==> config.mk <==
export PLATFORM = sky130hd
export DESIGN_NAME = barrett_modinv_3373
export DESIGN_NICKNAME = d
export VERILOG_FILES = /design/src/rtl/modarith_3373_pkg.sv /design/src/rtl/barrett_red24_3373.sv /design/src/rtl/barrett_modinv_3373.sv
export SDC_FILE = /design/constraint.sdc
export NUM_CORES = 1
export LEC_CHECK = 0
export ABC_AREA = 1
export CELL_PAD_IN_SITES_DETAIL_PLACEMENT = 0
export CELL_PAD_IN_SITES_GLOBAL_PLACEMENT = 1
export CORE_ASPECT_RATIO = 1.2
export CORE_MARGIN = 3
export CORE_UTILIZATION = 40
export DETAILED_ROUTE_END_ITERATION = 6
export PLACE_DENSITY = 0.73
export REMOVE_ABC_BUFFERS = 1
export SLEW_MARGIN = 20
export SYNTH_ARGS = -nofsm -noshare
export SYNTH_HDL_FRONTEND = slang
export SYNTH_HIERARCHICAL = 1
export SYNTH_SLANG_ARGS = --single-unit
==> constraint.sdc <==
create_clock -name clk -period 35 [get_ports clk]
set_clock_uncertainty 0.05 [all_clocks]
set_input_delay 7 -clock clk [delete_from_list [all_inputs] [get_ports clk]]
set_output_delay 7 -clock clk [all_outputs]
set_load 0.02 [all_outputs]
==> src/rtl/modarith_3373_pkg.sv <==
// Shared constants and types for the q = 3373 modular arithmetic blocks.
// Barrett reduction uses mu = floor(2^24 / q) with a 12-bit shift on each side.
package modarith_3373_pkg;

  localparam int unsigned Q         = 3373;
  localparam int unsigned MU        = 4973;
  localparam int unsigned EXP_W     = 12;
  localparam int unsigned RED_SHIFT = 12;
  localparam logic [EXP_W-1:0] EXP  = 12'b1101_0010_1011;

  typedef logic [11:0] coeff_t;
  typedef logic [23:0] prod_t;

  typedef enum logic [1:0] {
    IDLE,
    SQR,
    MUL,
    DONE
  } state_t;

endpackage

==> src/rtl/barrett_red24_3373.sv <==
// Combinational Barrett reduction of a 24-bit product modulo 3373.
// The quotient estimate undershoots by at most 2, so two correction stages suffice.
module barrett_red24_3373
  import modarith_3373_pkg::*;
(
  input  logic [23:0] x,
  output logic [11:0] r
);

  logic [11:0] x_hi;
  logic [12:0] t;
  logic [13:0] r0;
  logic [13:0] r1;
  logic [13:0] r2;

  // The true remainder before correction is below 3q < 2^14, so 14-bit wraparound math is exact.
  always_comb begin
    x_hi = x[23:12];
    t    = 13'((25'(x_hi) * 25'(MU)) >> RED_SHIFT);
    r0   = x[13:0] - 14'(t * Q);
    r1   = (r0 >= 14'(Q)) ? (r0 - 14'(Q)) : r0;
    r2   = (r1 >= 14'(Q)) ? (r1 - 14'(Q)) : r1;
    r    = 12'(r2);
  end

endmodule

==> src/rtl/barrett_modinv_3373.sv <==
// Sequential inverter over GF(3373): a^(q-2) by left-to-right square-and-multiply.
// Optional macro MODINV_ZERO_ERR_EN adds out_err and a short path for a zero operand.
module barrett_modinv_3373
  import modarith_3373_pkg::*;
(
  input  logic        clk,
  input  logic        rst_n,
  input  logic        in_valid,
  output logic        in_ready,
  input  logic [11:0] in_a,
  output logic        out_valid,
  input  logic        out_ready,
  output logic [11:0] out_r
`ifdef MODINV_ZERO_ERR_EN
  ,
  output logic        out_err
`endif
);

  state_t      state_q, state_d;
  coeff_t      acc_q, acc_d;
  coeff_t      base_q, base_d;
  logic [3:0]  idx_q, idx_d;
  coeff_t      out_r_q, out_r_d;
  logic        out_valid_q, out_valid_d;
  coeff_t      a_red;
  coeff_t      mul_b;
  prod_t       prod;
  coeff_t      red_out;
`ifdef MODINV_ZERO_ERR_EN
  logic        err_q, err_d;
  logic        err_pend_q, err_pend_d;
`endif

  // One shared reducer; the multiplier operand switches between acc and base.
  always_comb begin
    a_red = (in_a >= 12'(Q)) ? (in_a - 12'(Q)) : in_a;
    mul_b = (state_q == MUL) ? base_q : acc_q;
    prod  = prod_t'(acc_q) * prod_t'(mul_b);
  end

  barrett_red24_3373 u_red (
    .x (prod),
    .r (red_out)
  );

  always_comb begin
    state_d     = state_q;
    acc_d       = acc_q;
    base_d      = base_q;
    idx_d       = idx_q;
    out_r_d     = out_r_q;
    out_valid_d = out_valid_q;
`ifdef MODINV_ZERO_ERR_EN
    err_d       = err_q;
    err_pend_d  = err_pend_q;
`endif
    case (state_q)
      IDLE: begin
        if (in_valid) begin
          base_d  = a_red;
          acc_d   = 12'd1;
          idx_d   = 4'd11;
          state_d = SQR;
`ifdef MODINV_ZERO_ERR_EN
          err_d = (a_red == 12'd0);
          if (a_red == 12'd0) begin
            acc_d      = 12'd0;
            err_pend_d = 1'b1;
            state_d    = DONE;
          end
`endif
        end
      end
      SQR: begin
        acc_d = red_out;
        if (EXP[idx_q]) begin
          state_d = MUL;
        end else if (idx_q == 4'd0) begin
          state_d = DONE;
        end else begin
          idx_d = idx_q - 4'd1;
        end
      end
      MUL: begin
        acc_d = red_out;
        if (idx_q == 4'd0) begin
          state_d = DONE;
        end else begin
          idx_d   = idx_q - 4'd1;
          state_d = SQR;
        end
      end
      DONE: begin
        // First DONE cycle registers the result; afterwards wait for the consumer.
        if (!out_valid_q) begin
`ifdef MODINV_ZERO_ERR_EN
          if (err_pend_q) begin
            err_pend_d = 1'b0;
          end else begin
            out_valid_d = 1'b1;
            out_r_d     = acc_q;
          end
`else
          out_valid_d = 1'b1;
          out_r_d     = acc_q;
`endif
        end else if (out_ready) begin
          out_valid_d = 1'b0;
          state_d     = IDLE;
`ifdef MODINV_ZERO_ERR_EN
          err_d = 1'b0;
`endif
        end
      end
      default: state_d = IDLE;
    endcase
  end

  always_ff @(posedge clk or negedge rst_n) begin
    if (!rst_n) begin
      state_q     <= IDLE;
      acc_q       <= '0;
      base_q      <= '0;
      idx_q       <= '0;
      out_r_q     <= '0;
      out_valid_q <= 1'b0;
`ifdef MODINV_ZERO_ERR_EN
      err_q       <= 1'b0;
      err_pend_q  <= 1'b0;
`endif
    end else begin
      state_q     <= state_d;
      acc_q       <= acc_d;
      base_q      <= base_d;
      idx_q       <= idx_d;
      out_r_q     <= out_r_d;
      out_valid_q <= out_valid_d;
`ifdef MODINV_ZERO_ERR_EN
      err_q       <= err_d;
      err_pend_q  <= err_pend_d;
`endif
    end
  end

  assign in_ready  = (state_q == IDLE);
  assign out_valid = out_valid_q;
  assign out_r     = out_r_q;
`ifdef MODINV_ZERO_ERR_EN
  assign out_err   = err_q;
`endif

endmodule

Word-level counts from Yosys, hierarchy flattened --
Memory sizes are Yosys's and may differ from the RTL's. Index checks and enable logic that the tools add are counted.
Word-level totals: register bits after elaboration 43, ROM bits 16, input port bits 16, word-level logic and storage cells 58, memories 1
Memory list:
- (name not given) | words 16, width 1, read ports 1, clocked after memory_dff 0, write ports 0, line barrett_modinv_3373.sv:77 | if (EXP[idx_q]) begin
Cells by class: $add $sub $neg 5, multipliers 3, $lt $le $gt $ge 4, eq/ne operators 8, multiplexer cells 20, bitwise logic cells 1, reduce and logical (&&, ||, !) cells 10
Operator list (count):
- two-way mux 12 bit | 4
- >= comparator 14 x 12 -> 1 bit, second input constant | 2
- multiplier 12 x 13 -> 25 bit, second input constant | 1
- multiplier 12 x 12 -> 24 bit | 1
- one-hot mux 12 bit (2 select lines) | 1
- subtractor 12 bit, second input constant | 2
- multiplier 13 x 12 -> 14 bit, second input constant | 1
- two-way mux 14 bit | 1
- subtractor 14 x 12 -> 14 bit, second input constant | 1
- subtractor 14 bit | 1
- >= comparator 12 bit, second input constant | 1
- two-way mux 2 bit | 6
- two-way mux 4 bit | 3
- one-hot mux 4 bit (3 select lines) | 1
- != test 2 bit, second input constant | 4
- one-hot mux 2 bit (4 select lines) | 1
- AND reduction 2 bit | 3
- < comparator 4 x 5 -> 1 bit, second input constant | 1
- == test 2 bit, second input constant | 2
- zero test 4 bit | 1
- AND reduction 4 bit | 1
- subtractor 4 x 1 -> 4 bit, second input constant | 1
- two-way mux 1 bit | 3
- != test 3 bit, second input constant | 1
- other kinds (7) | 7

Logic depth before layout (Yosys ltp) --
depth in word-level cells 11, depth in mapped cells 91

Hierarchy --
Netlist, hierarchy kept.
By module, submodules not included:
- barrett_modinv_3373 | instances 1, cells an instance 997, area an instance 7252.0 um2, sequential area each 1076.0 um2
- barrett_red24_3373 | instances 1, cells an instance 864, area an instance 6393.6 um2, sequential area each 0.0 um2

Worst setup path after synthesis --
No wires, ideal clock.
path kind reg2reg, start reg state_q[0], end reg acc_q[0], data arrival time 14.074 ns, required time 34.814 ns, path slack 20.740 ns, cell stages (with the launch flop) 82, period minus slack after synthesis 14.260 ns, cell sequence dfrtp_1 -> inv_1 -> ha_1 -> inv_2 -> buf_2 -> nor2_1 -> inv_1 -> o21ai_2 -> inv_1 -> nand2_1 -> fa_1 -> inv_1 -> fa_1 -> fa_1 -> fa_1 -> inv_1 -> fa_1 -> inv_1 -> [... 46 more ...] -> nor2_2 -> nand3_1 -> nand2_2 -> nor2_4 -> buf_2 -> nand4_1 -> nand2_1 -> ha_1 -> inv_1 -> nand2_1 -> nand2_1 -> nand3_2 -> nand3_2 -> buf_6 -> nand2_1 -> nand2_1 -> o21ai_0 -> o21ai_0
Between the ends: cells in the longest elaborated chain, start to end 11
RTL lines:
- start: declaration | line barrett_modinv_3373.sv:20 | state_t state_q, state_d;
- start signal: assignment | line barrett_modinv_3373.sv:133 | state_q <= state_d;
- == test 2 bit (*) | line barrett_modinv_3373.sv:38 | mul_b = (state_q == MUL) ? base_q : acc_q;
- two-way mux 12 bit (*) | line barrett_modinv_3373.sv:38
- multiplier 12 x 12 -> 24 bit (*) | line barrett_modinv_3373.sv:39 | prod = prod_t'(acc_q) * prod_t'(mul_b);
- via prod[22] | line barrett_modinv_3373.sv:28 | prod_t prod;
- multiplier 12 x 13 -> 25 bit (*) | line barrett_red24_3373.sv:19 | t = 13'((25'(x_hi) * 25'(MU)) >> RED_SHIFT);
- multiplier 13 x 12 -> 14 bit (*) | line barrett_red24_3373.sv:20 | r0 = x[13:0] - 14'(t * Q);
- subtractor 14 bit (*) | line barrett_red24_3373.sv:20
- subtractor 14 x 12 -> 14 bit / >= comparator 14 x 12 -> 1 bit (equally long branches) | line barrett_red24_3373.sv:21 | r1 = (r0 >= 14'(Q)) ? (r0 - 14'(Q)) : r0;
- two-way mux 14 bit (*) | line barrett_red24_3373.sv:21
- subtractor 12 bit / >= comparator 14 x 12 -> 1 bit (equally long branches) | line barrett_red24_3373.sv:22 | r2 = (r1 >= 14'(Q)) ? (r1 - 14'(Q)) : r1;
- two-way mux 12 bit (*) | line barrett_red24_3373.sv:22
- via red_out[0] | line barrett_modinv_3373.sv:29 | coeff_t red_out;
- one-hot mux 12 bit (2 select lines) (*) | line barrett_modinv_3373.sv:58 | case (state_q)
- end signal: assignment | line barrett_modinv_3373.sv:123 | acc_q <= '0;
- end signal: assignment | line barrett_modinv_3373.sv:134 | acc_q <= acc_d;
- end: declaration | line barrett_modinv_3373.sv:21 | coeff_t acc_q, acc_d;
The timed path passes the listed nets; every way through them passes the cells marked *. A chain may end at the register's enable or synchronous reset.

Final worst setup path --
Ends and elaborated chain as after synthesis.

==> run summary <==
Tmin final = 16.74 ns
TNS Setup = 0 ns
largest net degree at the start of global routing = 44
outcome = finished, final reports clean
final setup fails = 0
Die Height = 208 µm
crit path max fanout = 14
initial antenna violation count = 0
Iter 0 DRT Violations = 469
period utilization = 47.8%
final hold vios = 0
CP startpoint kind = flop
fraction of final layout cells sized beyond drive strength 1 = 4.28%
post-synth top area share = 26.4%
EDFF count, synth = 0
fin. max-slew vios = 0
worst slack, placed = 18.27 ns
core area = 0.0334 mm²
Starting Density = 40.8%
clock sink count = 43
leading register cell type out of synthesis = dfrtp_1
gpl congestion = 0.874
Yosys reg bits = 43
final worst slack = 18.26 ns
total setup buffers inserted after CTS = 0
max-cap viol count = 0
Die Span X = 175 µm
CP endpoint kind = flop
Pre-antenna DRT Iters = 4
Nets = 2274
top-count cell post-synth = nand2_1
slowest CP cell = ha_1
wire length of the first global-routing pass = 57100 µm
htree depth = 2
total die area = 0.0364 mm²
Commonest cells post-synth = nand2_1, inv_1, ha_1, fa_1, nor2_1
clock buffer depth = 2
Worst slew margin = 35.8%
Critical Path Max Stage Delay = 0.65 ns
CP arrival = 16.83 ns
DP HPWL = 29900 µm
worst reg2reg setup slack = 18.26 ns
hold_buf cts = 0
cells after synthesis = 1861
Slew @ Worst Pin = 0.963 ns
clock slew at reported path FFs = 0.07 ns
cell area after synthesis = 0.0136 mm²
synth warn = 6
Post-DRT Antenna Nets = 0
CTS resizes = 0
Rows = 73
WL per Instance = 14.3 µm
Remaining DRCs = 0
post-synthesis cell type count = 44
Hold Slack = 0.435 ns
area grow syn2layout = 6.39%
clock buffer count from CTS = 5
Synth Area per Inst = 7.33 µm²
Root Buffer = clkbuf_16
ant diodes = 0
GRT Overall Usage = 19.0%
CTS tree = done
Total Routed Length = 33200 µm
max frequency = 59.8 MHz
worst skew pair latency = 0.29 ns
Top-Level Pins = 30
DR vias/cell = 4.83
Cell Count, Final, Fillers Out = 2320
Hold Crit Class = flop to flop
number of global-route vias before repair = 11900
routed vias = 11200
grt ovf = 0
PortBufs = 29
post-synth top area cell = fa_1
CP required = 35.10 ns
WS Path Type = flop to flop
RSZ-0062 raised after global routing = false
ranking of synthesized cells by area = fa_1, ha_1, nand2_1, inv_1, dfrtp_1
Async S/R FF share, synth = 100%
DP Cell Count = 2312
Seq/Total Area, Yosys = 7.89%
-- critical path: cells and delay by family, from the launching register on --
family | cells | cell delay (ns)
AOI/OAI and AO/OA | 9 | 1.52
DFF | 1 | 0.43
buffers and inverters | 15 | 1.33
xor gates and xnor gates | 2 | 0.49
adders and majority gates | 19 | 8.83
and+or+nand+nor | 30 | 3.90
-- registers in the layout, indices dropped and copies added, names as in the netlist --
name / flops
acc_q: 12
base_q: 12
out_r: 12
idx_q: 4
state_q: 2
out_valid: 1
-- final timing paths --
path                             from         to  cells past startpoint
max                        state_q[0]   acc_q[0]                     75
min reg2reg                 base_q[4]  base_q[4]                      2
min in group asynchronous       rst_n  acc_q[10]                      1
max in group asynchronous       rst_n  base_q[9]                      1
max reg2reg                state_q[0]   acc_q[0]                     75
min                         base_q[4]  base_q[4]                      2
-- metrics by stage --
step | util (%) | cell area, µm²
detailed placement | 42.9 | 14300
global route | 43.4 | 14500
CTS | 43.4 | 14500
finish | 43.4 | 14500
floorplan | - | 13500
global placement | 42.9 | 14300
-- cell usage in the layout, fill, tap and decap left out, types with 32 or more instances in the layout --
cell type / n
inv_1: 451
a21oi_1: 46
xor2_1: 37
nand2_1: 466
o21ai_0: 40
dfrtp_1: 43
nand4_1: 32
nor2_1: 116
fa_1: 180
nand3_1: 83
ha_1: 209
-- cells by family after synthesis --
group / after synthesis / share of synthesized area (%)
xor gates and xnor gates: 61 / 4.08
buffers and inverters: 497 / 14.0
DFF: 43 / 7.89
AOI/OAI and AO/OA: 132 / 5.63
and+or+nand+nor: 739 / 22.8
adders and majority gates: 389 / 45.6
-- routing by layer --
layer / GRT usage (%) / vias to the layer above / part of all wire (%) / wire, µm
met3: 1.17 / 68 / 2.6 / 863
met5: 0 / - / 0 / 0
met1: 22.7 / 5335 / 42 / 13900
met4: 6.03 / 0 / 3.5 / 1160
li1: - / 5637 / - / -
met2: 36.0 / 171 / 52 / 17300
-- cell type report --
class,instances,area (µm²)
multi-input cells,1321,10700
clock buffers,5,125
fillers,3542,18900
clock inverters,3,47.5
repair buffers,30,293
inverters,468,1760
well taps,450,563
flip-flops and latches,43,1080
Power is not shown: default switching activity piles up to over one toggle a cycle in this logic, so the estimate is an artifact.
